--- src/rtl/axi_bridge_ip_tx_pkg.sv ---
// Shared TX-side constants used by both the TX and RX beat paths.
// Latency: n/a (package).
// Backpressure: n/a (package).
package axi_bridge_ip_tx_pkg;

    // Widest TKEEP any bridge build supports (512-bit beats).
    localparam int MAX_KEEP_W = 64;

endpackage

--- src/rtl/axi_bridge_ip_rx_pkg.sv ---
// RX beat-assembly types and helpers shared by the RX deserializer files.
// Latency: n/a (package).
// Backpressure: n/a (package).
package axi_bridge_ip_rx_pkg;

    import axi_bridge_ip_tx_pkg::MAX_KEEP_W;

    localparam int KEEP_CNT_W = $clog2(MAX_KEEP_W + 1);

    typedef enum logic [1:0] {
        S_IDLE  = 2'd0,
        S_ACCUM = 2'd1,
        S_DROP  = 2'd2
    } rx_asm_state_e;

    // Low-contiguous byte mask covering bytes [0, cnt+nbytes).
    function automatic logic [MAX_KEEP_W-1:0] keep_from_count(
        input logic [KEEP_CNT_W-1:0] cnt,
        input logic [KEEP_CNT_W-1:0] nbytes
    );
        logic [KEEP_CNT_W:0]   total;
        logic [MAX_KEEP_W-1:0] mask;
        total = {1'b0, cnt} + {1'b0, nbytes};
        for (int i = 0; i < MAX_KEEP_W; i++) begin
            mask[i] = ((KEEP_CNT_W + 1)'(i) < total);
        end
        return mask;
    endfunction

endpackage

--- src/rtl/axi_bridge_ip_rx_deser_out_reg.sv ---
// Single-entry holding register between beat assembly and the RX FIFO.
// Latency: entry loaded in cycle N is offered to the FIFO from cycle N+1.
// Backpressure: holds the entry stable while fifo_full_i; flush_i drops it without a push.
//
// Ports: ld_vld_i/ld_dat_i load a new entry (may coincide with a push);
//        out_vld_o = entry pending; fifo_push_o/fifo_wdata_o drive the FIFO write.
module axi_bridge_ip_rx_deser_out_reg #(
    parameter int ENTRY_W = 305
) (
    input  logic               clk_i,
    input  logic               rst_ni,
    input  logic               flush_i,
    input  logic               ld_vld_i,
    input  logic [ENTRY_W-1:0] ld_dat_i,
    input  logic               fifo_full_i,
    output logic               out_vld_o,
    output logic               fifo_push_o,
    output logic [ENTRY_W-1:0] fifo_wdata_o
);

    logic               vld_q;
    logic [ENTRY_W-1:0] dat_q;

    assign out_vld_o    = vld_q;
    assign fifo_push_o  = vld_q && !fifo_full_i && !flush_i;
    assign fifo_wdata_o = dat_q;

    // A load in the same cycle as a push keeps the entry valid with the new beat.
    always_ff @(posedge clk_i or negedge rst_ni) begin
        if (!rst_ni) begin
            vld_q <= 1'b0;
            dat_q <= '0;
        end else if (flush_i) begin
            vld_q <= 1'b0;
        end else if (ld_vld_i) begin
            vld_q <= 1'b1;
            dat_q <= ld_dat_i;
        end else if (fifo_push_o) begin
            vld_q <= 1'b0;
        end
    end

endmodule

--- src/rtl/axi_bridge_ip_rx_deser_beat_assemble.sv ---
// Packs IF_W link segments into DATA_W AXI-Stream beats {last,user,keep,data} for the RX FIFO.
// Latency: eob segment accepted in cycle N -> fifo_push_o earliest in cycle N+1; 1 segment/cycle sustained.
// Backpressure: seg_ready_o drops while an output beat is pending and fifo_full_i, or when disabled/flushing.
//
// Ports: seg_* segment input (valid/ready), fifo_full_i/fifo_push_o/fifo_wdata_o FIFO write side,
//        enable_i gates acceptance, flush_i drops partial and pending beats, err_ovf_o one-cycle
//        error pulse (registered), busy_o = partial beat held or output pending.
// Optional: AXI_BRIDGE_IP_RX_DESER_STATS_EN adds saturating stat_beats_o / stat_drops_o counters.
module axi_bridge_ip_rx_deser_beat_assemble
    import axi_bridge_ip_rx_pkg::*;
    import axi_bridge_ip_tx_pkg::MAX_KEEP_W;
#(
    parameter  int DATA_W  = 256,
    parameter  int IF_W    = 64,
    parameter  int TUSER_W = 16,
    localparam int BPB     = DATA_W / 8,
    localparam int BPS     = IF_W / 8,
    localparam int SB_W    = $clog2(BPS + 1),
    localparam int ENTRY_W = DATA_W + BPB + TUSER_W + 1
) (
    input  logic               clk_i,
    input  logic               rst_ni,
    input  logic               enable_i,
    input  logic               flush_i,
    input  logic               seg_valid_i,
    output logic               seg_ready_o,
    input  logic [IF_W-1:0]    seg_data_i,
    input  logic [SB_W-1:0]    seg_nbytes_i,
    input  logic               seg_eob_i,
    input  logic [TUSER_W-1:0] seg_user_i,
    input  logic               seg_last_i,
    input  logic               fifo_full_i,
    output logic               fifo_push_o,
    output logic [ENTRY_W-1:0] fifo_wdata_o,
    output logic               err_ovf_o,
    output logic               busy_o
`ifdef AXI_BRIDGE_IP_RX_DESER_STATS_EN
    ,
    output logic [31:0]        stat_beats_o,
    output logic [15:0]        stat_drops_o
`endif
);

    localparam int MAXSEG = (BPB + BPS - 1) / BPS;
    localparam int CNT_W  = $clog2(BPB + 1);
    localparam int SEG_W  = $clog2(MAXSEG + 2);

    if (DATA_W % 8 != 0) begin : g_chk_data_w
        $error("DATA_W must be a multiple of 8");
    end
    if (IF_W % 8 != 0) begin : g_chk_if_w
        $error("IF_W must be a multiple of 8");
    end
    if (IF_W > DATA_W) begin : g_chk_if_le_data
        $error("IF_W must not exceed DATA_W");
    end
    if (BPB > MAX_KEEP_W) begin : g_chk_keep_w
        $error("DATA_W/8 exceeds MAX_KEEP_W");
    end

    rx_asm_state_e      state_q;
    logic [CNT_W-1:0]   byte_cnt_q;
    logic [SEG_W-1:0]   seg_cnt_q;
    logic [DATA_W-1:0]  asm_data_q;
    logic [TUSER_W-1:0] user_q;
    logic               last_q;
    logic               err_q;
    logic               out_vld;

    logic               seg_acc;
    logic [CNT_W-1:0]   off;
    logic [CNT_W:0]     sum;
    logic [SEG_W-1:0]   seg_num;
    logic               seg_err;
    logic               commit;
    logic [MAX_KEEP_W-1:0] keep_all;
    logic [MAX_KEEP_W-1:0] keep_old;
    logic [BPB-1:0]     keep_new;
    logic [BPB-1:0]     wr_bytes;
    logic [DATA_W-1:0]  seg_shift;
    logic [DATA_W-1:0]  wr_mask_bits;
    logic [DATA_W-1:0]  keep_bits;
    logic [DATA_W-1:0]  merged;
    logic [TUSER_W-1:0] cur_user;
    logic               cur_last;
    logic [ENTRY_W-1:0] commit_entry;
    logic               unused_keep;

    assign seg_ready_o = enable_i && !flush_i && (!out_vld || !fifo_full_i);
    assign seg_acc     = seg_valid_i && seg_ready_o;

    // First segment of a beat always lands at byte 0, whatever byte_cnt_q holds.
    assign off     = (state_q == S_IDLE) ? '0 : byte_cnt_q;
    assign sum     = {1'b0, off} + (CNT_W + 1)'(seg_nbytes_i);
    assign seg_num = (state_q == S_IDLE) ? SEG_W'(1) : seg_cnt_q + SEG_W'(1);

    assign seg_err = (seg_nbytes_i == '0)
                  || (seg_nbytes_i > SB_W'(BPS))
                  || (sum > (CNT_W + 1)'(BPB))
                  || (seg_num > SEG_W'(MAXSEG));

    // Bytes written by this segment are [off, off+nbytes).
    assign keep_all    = keep_from_count(KEEP_CNT_W'(off), KEEP_CNT_W'(seg_nbytes_i));
    assign keep_old    = keep_from_count(KEEP_CNT_W'(off), '0);
    assign keep_new    = keep_all[BPB-1:0];
    assign wr_bytes    = keep_all[BPB-1:0] & ~keep_old[BPB-1:0];
    assign unused_keep = &{1'b0, keep_all, keep_old};

    assign seg_shift = DATA_W'(seg_data_i) << {off, 3'b000};

    always_comb begin
        wr_mask_bits = '0;
        keep_bits    = '0;
        for (int b = 0; b < BPB; b++) begin
            wr_mask_bits[8*b +: 8] = {8{wr_bytes[b]}};
            keep_bits[8*b +: 8]    = {8{keep_new[b]}};
        end
    end

    // Stale bytes above the fill level are masked off at commit.
    assign merged = (asm_data_q & ~wr_mask_bits) | (seg_shift & wr_mask_bits);

    assign commit   = seg_acc && !seg_err && seg_eob_i && (state_q != S_DROP);
    assign cur_user = (state_q == S_IDLE) ? seg_user_i : user_q;
    assign cur_last = (state_q == S_IDLE) ? seg_last_i : last_q;
    assign commit_entry = {cur_last, cur_user, keep_new, merged & keep_bits};

    always_ff @(posedge clk_i or negedge rst_ni) begin
        if (!rst_ni) begin
            state_q    <= S_IDLE;
            byte_cnt_q <= '0;
            seg_cnt_q  <= '0;
            asm_data_q <= '0;
            user_q     <= '0;
            last_q     <= 1'b0;
            err_q      <= 1'b0;
        end else if (flush_i) begin
            state_q    <= S_IDLE;
            byte_cnt_q <= '0;
            seg_cnt_q  <= '0;
            err_q      <= 1'b0;
        end else begin
            err_q <= seg_acc && seg_err && (state_q != S_DROP);
            if (seg_acc) begin
                unique case (state_q)
                    S_IDLE, S_ACCUM: begin
                        if (seg_err) begin
                            state_q    <= seg_eob_i ? S_IDLE : S_DROP;
                            byte_cnt_q <= '0;
                            seg_cnt_q  <= '0;
                        end else if (seg_eob_i) begin
                            state_q    <= S_IDLE;
                            byte_cnt_q <= '0;
                            seg_cnt_q  <= '0;
                        end else begin
                            state_q    <= S_ACCUM;
                            byte_cnt_q <= sum[CNT_W-1:0];
                            seg_cnt_q  <= seg_num;
                            asm_data_q <= merged;
                            if (state_q == S_IDLE) begin
                                user_q <= seg_user_i;
                                last_q <= seg_last_i;
                            end
                        end
                    end
                    S_DROP: begin
                        if (seg_eob_i) begin
                            state_q <= S_IDLE;
                        end
                    end
                    default: state_q <= S_IDLE;
                endcase
            end
        end
    end

    assign err_ovf_o = err_q;
    assign busy_o    = (state_q != S_IDLE) || out_vld;

    axi_bridge_ip_rx_deser_out_reg #(
        .ENTRY_W (ENTRY_W)
    ) u_out_reg (
        .clk_i        (clk_i),
        .rst_ni       (rst_ni),
        .flush_i      (flush_i),
        .ld_vld_i     (commit),
        .ld_dat_i     (commit_entry),
        .fifo_full_i  (fifo_full_i),
        .out_vld_o    (out_vld),
        .fifo_push_o  (fifo_push_o),
        .fifo_wdata_o (fifo_wdata_o)
    );

`ifdef AXI_BRIDGE_IP_RX_DESER_STATS_EN
    // Saturating; deliberately untouched by flush_i.
    always_ff @(posedge clk_i or negedge rst_ni) begin
        if (!rst_ni) begin
            stat_beats_o <= '0;
            stat_drops_o <= '0;
        end else begin
            if (fifo_push_o && (stat_beats_o != '1)) begin
                stat_beats_o <= stat_beats_o + 32'd1;
            end
            if (err_q && (stat_drops_o != '1)) begin
                stat_drops_o <= stat_drops_o + 16'd1;
            end
        end
    end
`endif

endmodule

--- config.mk ---
export PLATFORM = sky130hd
export DESIGN_NAME = axi_bridge_ip_rx_deser_beat_assemble
export DESIGN_NICKNAME = d
export VERILOG_FILES = /design/src/rtl/axi_bridge_ip_tx_pkg.sv /design/src/rtl/axi_bridge_ip_rx_pkg.sv /design/src/rtl/axi_bridge_ip_rx_deser_out_reg.sv /design/src/rtl/axi_bridge_ip_rx_deser_beat_assemble.sv
export SDC_FILE = /design/constraint.sdc
export NUM_CORES = 1
export LEC_CHECK = 0
export ABC_AREA = 1
export BUFFER_PORTS_ARGS = -buffer_cell sky130_fd_sc_hd__buf_2
export CAP_MARGIN = 20
export CORE_MARGIN = 2
export CORE_UTILIZATION = 30
export DETAILED_ROUTE_END_ITERATION = 7
export GPL_TIMING_DRIVEN = 0
export RECOVER_POWER = 50
export SYNTH_ARGS = -nofsm -noshare
export SYNTH_HDL_FRONTEND = slang
export SYNTH_HIERARCHICAL = 1
export SYNTH_SLANG_ARGS = --single-unit
--- constraint.sdc ---
create_clock -name clk_i -period 4.6 [get_ports clk_i]
set_input_delay 0.23 -clock clk_i [delete_from_list [all_inputs] [get_ports clk_i]]
set_output_delay 0.23 -clock clk_i [all_outputs]
set_load 0.1 [all_outputs]
==> summary.txt <==
Detailed routing
  – Overall routed net length: around 180000 microns
  – Pre-Repair DR Iteration Count: 6
  – Vias per inst: roughly 5.2
  – DRC: 0
  – ANT nets after route: 0
  – DR iter-0 viols: 3928
  – Vias: 37220
  – DR WL/cell: 24.42 microns

Floorplanning
  – Num rows: 123
  – Die outline height: around 340 microns
  – I/O pins: 401
  – DIE AREA: approximately 120000 sq um
  – Core Region: 112300 sq um
  – Die width: between 300 and 400 microns
  – Initial Utilization: 0.3023

Global route
  – Largest net degree at the start of global routing: ~110
  – Initial antenna violation count: 18
  – GRT Total Usage: 0.2947
  – Number of global-route vias before repair: between 30000 and 40000
  – First-pass GRT wire length: 247500 microns
  – Grt ovf: 0

Pwr
  – Worst vdd ir: ~0.27 mV
  – Sequential power share: 0.391
  – Sw frac: 0.3327
  – Net Sw Power: about 4900 uW
  – Lkg Pwr: approximately 0.021 uW
  – P_int: around 10000 uW
  – Pwr dens: about 360 nW/um^2
  – Pwr Total: about 15000 uW
  – Comb pwr share: 0.185
  – Clk network pwr share: 0.424

STA
  – # setup viols final: 0
  – RSZ-0062 raised after global routing: true
  – Slew HR: -0.9231
  – Worst Tran Pin Value: between 2000 and 3000 ps
  – Clock period minus worst slack: ~4500 ps
  – Clock Skew: roughly 33 ps
  – F_max: 221.3 MHz
  – Setup TNS: 0 ps
  – Slew Viols, Final: approximately 110
  – Final hold viol count: 0
  – Final period util: 0.9825
  – Hold WS: between 100 and 150 ps

Finish
  – Filler Cell Count: 12240
  – Final instance area: roughly 41000 sq um
  – Post-layout nets: about 5700
  – Register area: 14790 sq um
  – Layout cell share with drive strength beyond 1: 0.08522
  – Most common cell after layout, fill and taps aside: nand2_1
  – Final cell utilization of the core: 0.3613
  – Area Growth Syn to Fin: 19.50%
  – Commonest non-fill, non-tap cells in the layout: nand2_1 (2280), nand3_1 (678), dfrtp_1 (591)
  – Multi-input gate area: 16590 sq um

Synth
  – Syn nets: ~5200
  – Syn Std Cell Area: roughly 34000 sq um
  – Mapped Cells: approximately 5100
  – Syn_area_per_cell: approximately 6.7 sq um
  – YS warnings: 6
  – #FFs+latches synth: approximately 590
  – Distinct cells, synth: 34
  – Sequential-to-total area share from yosys stat: 0.4354

Setup path
  – Setup crit end kind: register
  – Reg2reg setup slack: 80 ps
  – R2R Path End: u_out_reg/fifo_wdata_o[94]
  – Critical path arrival: 5070 ps
  – WS Path Type: register to register
  – Worst Setup EP: u_out_reg/fifo_wdata_o[94]
  – CP Launch Point: state_q[1]
  – Reg2Reg Depth: 14
  – Reg2Reg Launch Point: state_q[1]
  – CP max-delay cell: o21ai_0
  – Crit-path leading delay family: compound AO/OA/AOI/OAI gates
  – CP Depth: 14
  – Crit-path max cell delay: between 900 and 1000 ps
  – Critical-path cell list: inv_2, nand2_2, nand2_2, clkbuf_1, clkbuf_1, o21ai_0, o21ai_0, nor2_1, o21ai_0, nand3_1, nand2_1, nor2_1, nand3_1, nand2_1
  – Most Frequent Cell on Critical Path: o21ai_0
  – Critical path launch point type: register
  – CP required: 5150 ps
  – Worst path bufs/invs: 3
  – Crit path max fanout: 10

Placed design
  – Dpl hpwl: between 100000 and 150000 microns
  – RD Place Congestion: approximately 1.1
  – Area after DPL: 38070 sq um
  – PortBufs: 400

Clock network
  – # Post-CTS Setup Buffers: 0
  – Cts bufs inserted: 74
  – TritonCTS clock tree: yes
  – Clock buffer depth: 3
  – CTS root buf: clkbuf_16
  – CTS sink count: between 500 and 600
  – Clock latency on the worst-skew pair: between 600 and 700 ps
  – Clock transition at path regs: approximately 60 ps
  – H-tree Lvls: 3

Min path
  – Min-Delay Path Depth: 4
  – Hold crit path type: input pin to register

Flow run
  – Max Cap Violations: 1

Outcome
  – Failing checks: capacitance limit, slew limit
  – Status: complete, but fails checks
[cell families after synthesis]
| kind of cell | count (synthesis) | share of synthesized area |
|---|---|---|
| AO/OA/AOI/OAI | 468 | 0.07099 |
| AND/OR/NAND/NOR | 3427 | 0.4151 |
| adder cells (fa/ha/maj) | 4 | 0.001474 |
| XOR/XNOR | 1 | 0.0002579 |
| buffers and inverters | 599 | 0.07674 |
| flip-flops | 591 | 0.4354 |
[sequential cells by signal, indices dropped and copies added, names as in the netlist]
| signal | flops |
|---|---|
| asm_data_q | 256 |
| byte_cnt_q | 6 |
| err_ovf_o | 1 |
| last_q | 1 |
| seg_cnt_q | 3 |
| state_q | 2 |
| u_out_reg/fifo_wdata_o | 305 |
| u_out_reg/out_vld_o | 1 |
| user_q | 16 |
[routing by layer]
metal / global-route usage / wire (microns) / vias up
met3: 0.05423 / 13310 / 382
li1: - / - / 17270
met4: 0.1483 / 9694 / 12
met5: 0 / 91 / -
met2: 0.4648 / 78530 / 1616
met1: 0.3866 / 73490 / 17950
[worst min-delay path by stage]
stage,startpoint,to
final,seg_valid_i,state_q[0]
after global routing,seg_valid_i,state_q[0]
after CTS,seg_valid_i,state_q[0]
after detailed placement,rst_ni,user_q[9]
after global placement,u_out_reg/fifo_wdata_o[162],u_out_reg/fifo_wdata_o[162]
after floorplan,rst_ni,asm_data_q[0]
[timing repair]
| item | CTS | global route |
|---|---|---|
| resized for setup | 12 | 15 |
| hold endpoints to repair | 142 | 0 |
| setup endpoints to repair | 589 | 144 |
| hold buffers | 21 | 0 |
[synth_stat cells (all sizes together)]
master | n | share of area
clkinv | 4 | 0.00044
xor2 | 1 | 0.00026
dfrtp | 591 | 0.44
a21oi | 152 | 0.022
inv | 300 | 0.033
nand3 | 687 | 0.10
nor3 | 30 | 0.0044
nor4 | 1 | 0.00018
nand2 | 2290 | 0.25
or2 | 4 | 0.00074
nand3b | 13 | 0.0029
nor2 | 345 | 0.040
a31oi | 3 | 0.00055
clkbuf | 91 | 0.010
nand4 | 54 | 0.010
o21ai | 298 | 0.045
ha | 4 | 0.0015
o21a | 3 | 0.00066
and2 | 3 | 0.00055
o22ai | 8 | 0.0015
o211ai | 4 | 0.00088
buf | 204 | 0.033
[per-stage QoR]
| stage | setup WS, ps | std cells |
|---|---|---|
| CTS | 18.16 | 7155 |
| floorplan | 1231 | 5090 |
| global route | -9.529 | 7159 |
| finish | 80.66 | 7172 |
| global placement | -9826 | 6990 |
| detailed placement | -999.0 | 7005 |
[power by group through the flow]
stage	registers, uW	clock network, uW	logic (uW)
detailed placement	5820	0	2730
global placement	5830	0	2690
finish	5750	6220	2720
floorplan	7000	0	742
global route	5780	6540	2870
CTS	5740	6330	2750
[worst min-delay path, cell delays in order]
cell	delay, ps
buf_2	80
nand2_1	150
a21oi_1	220
o21ai_1	80
[cell type report]
cell class	instances	area share
multi-input cells	3900	0.4089
clock inverters	27	0.01033
well taps	1500	0.04624
plain buffers	294	0.03693
diodes	16	0.0009865
flip-flops and latches	591	0.3644
repair buffers	437	0.05059
inverters	304	0.02812
clock buffers	103	0.05355
(Power assumes the default switching activity.)
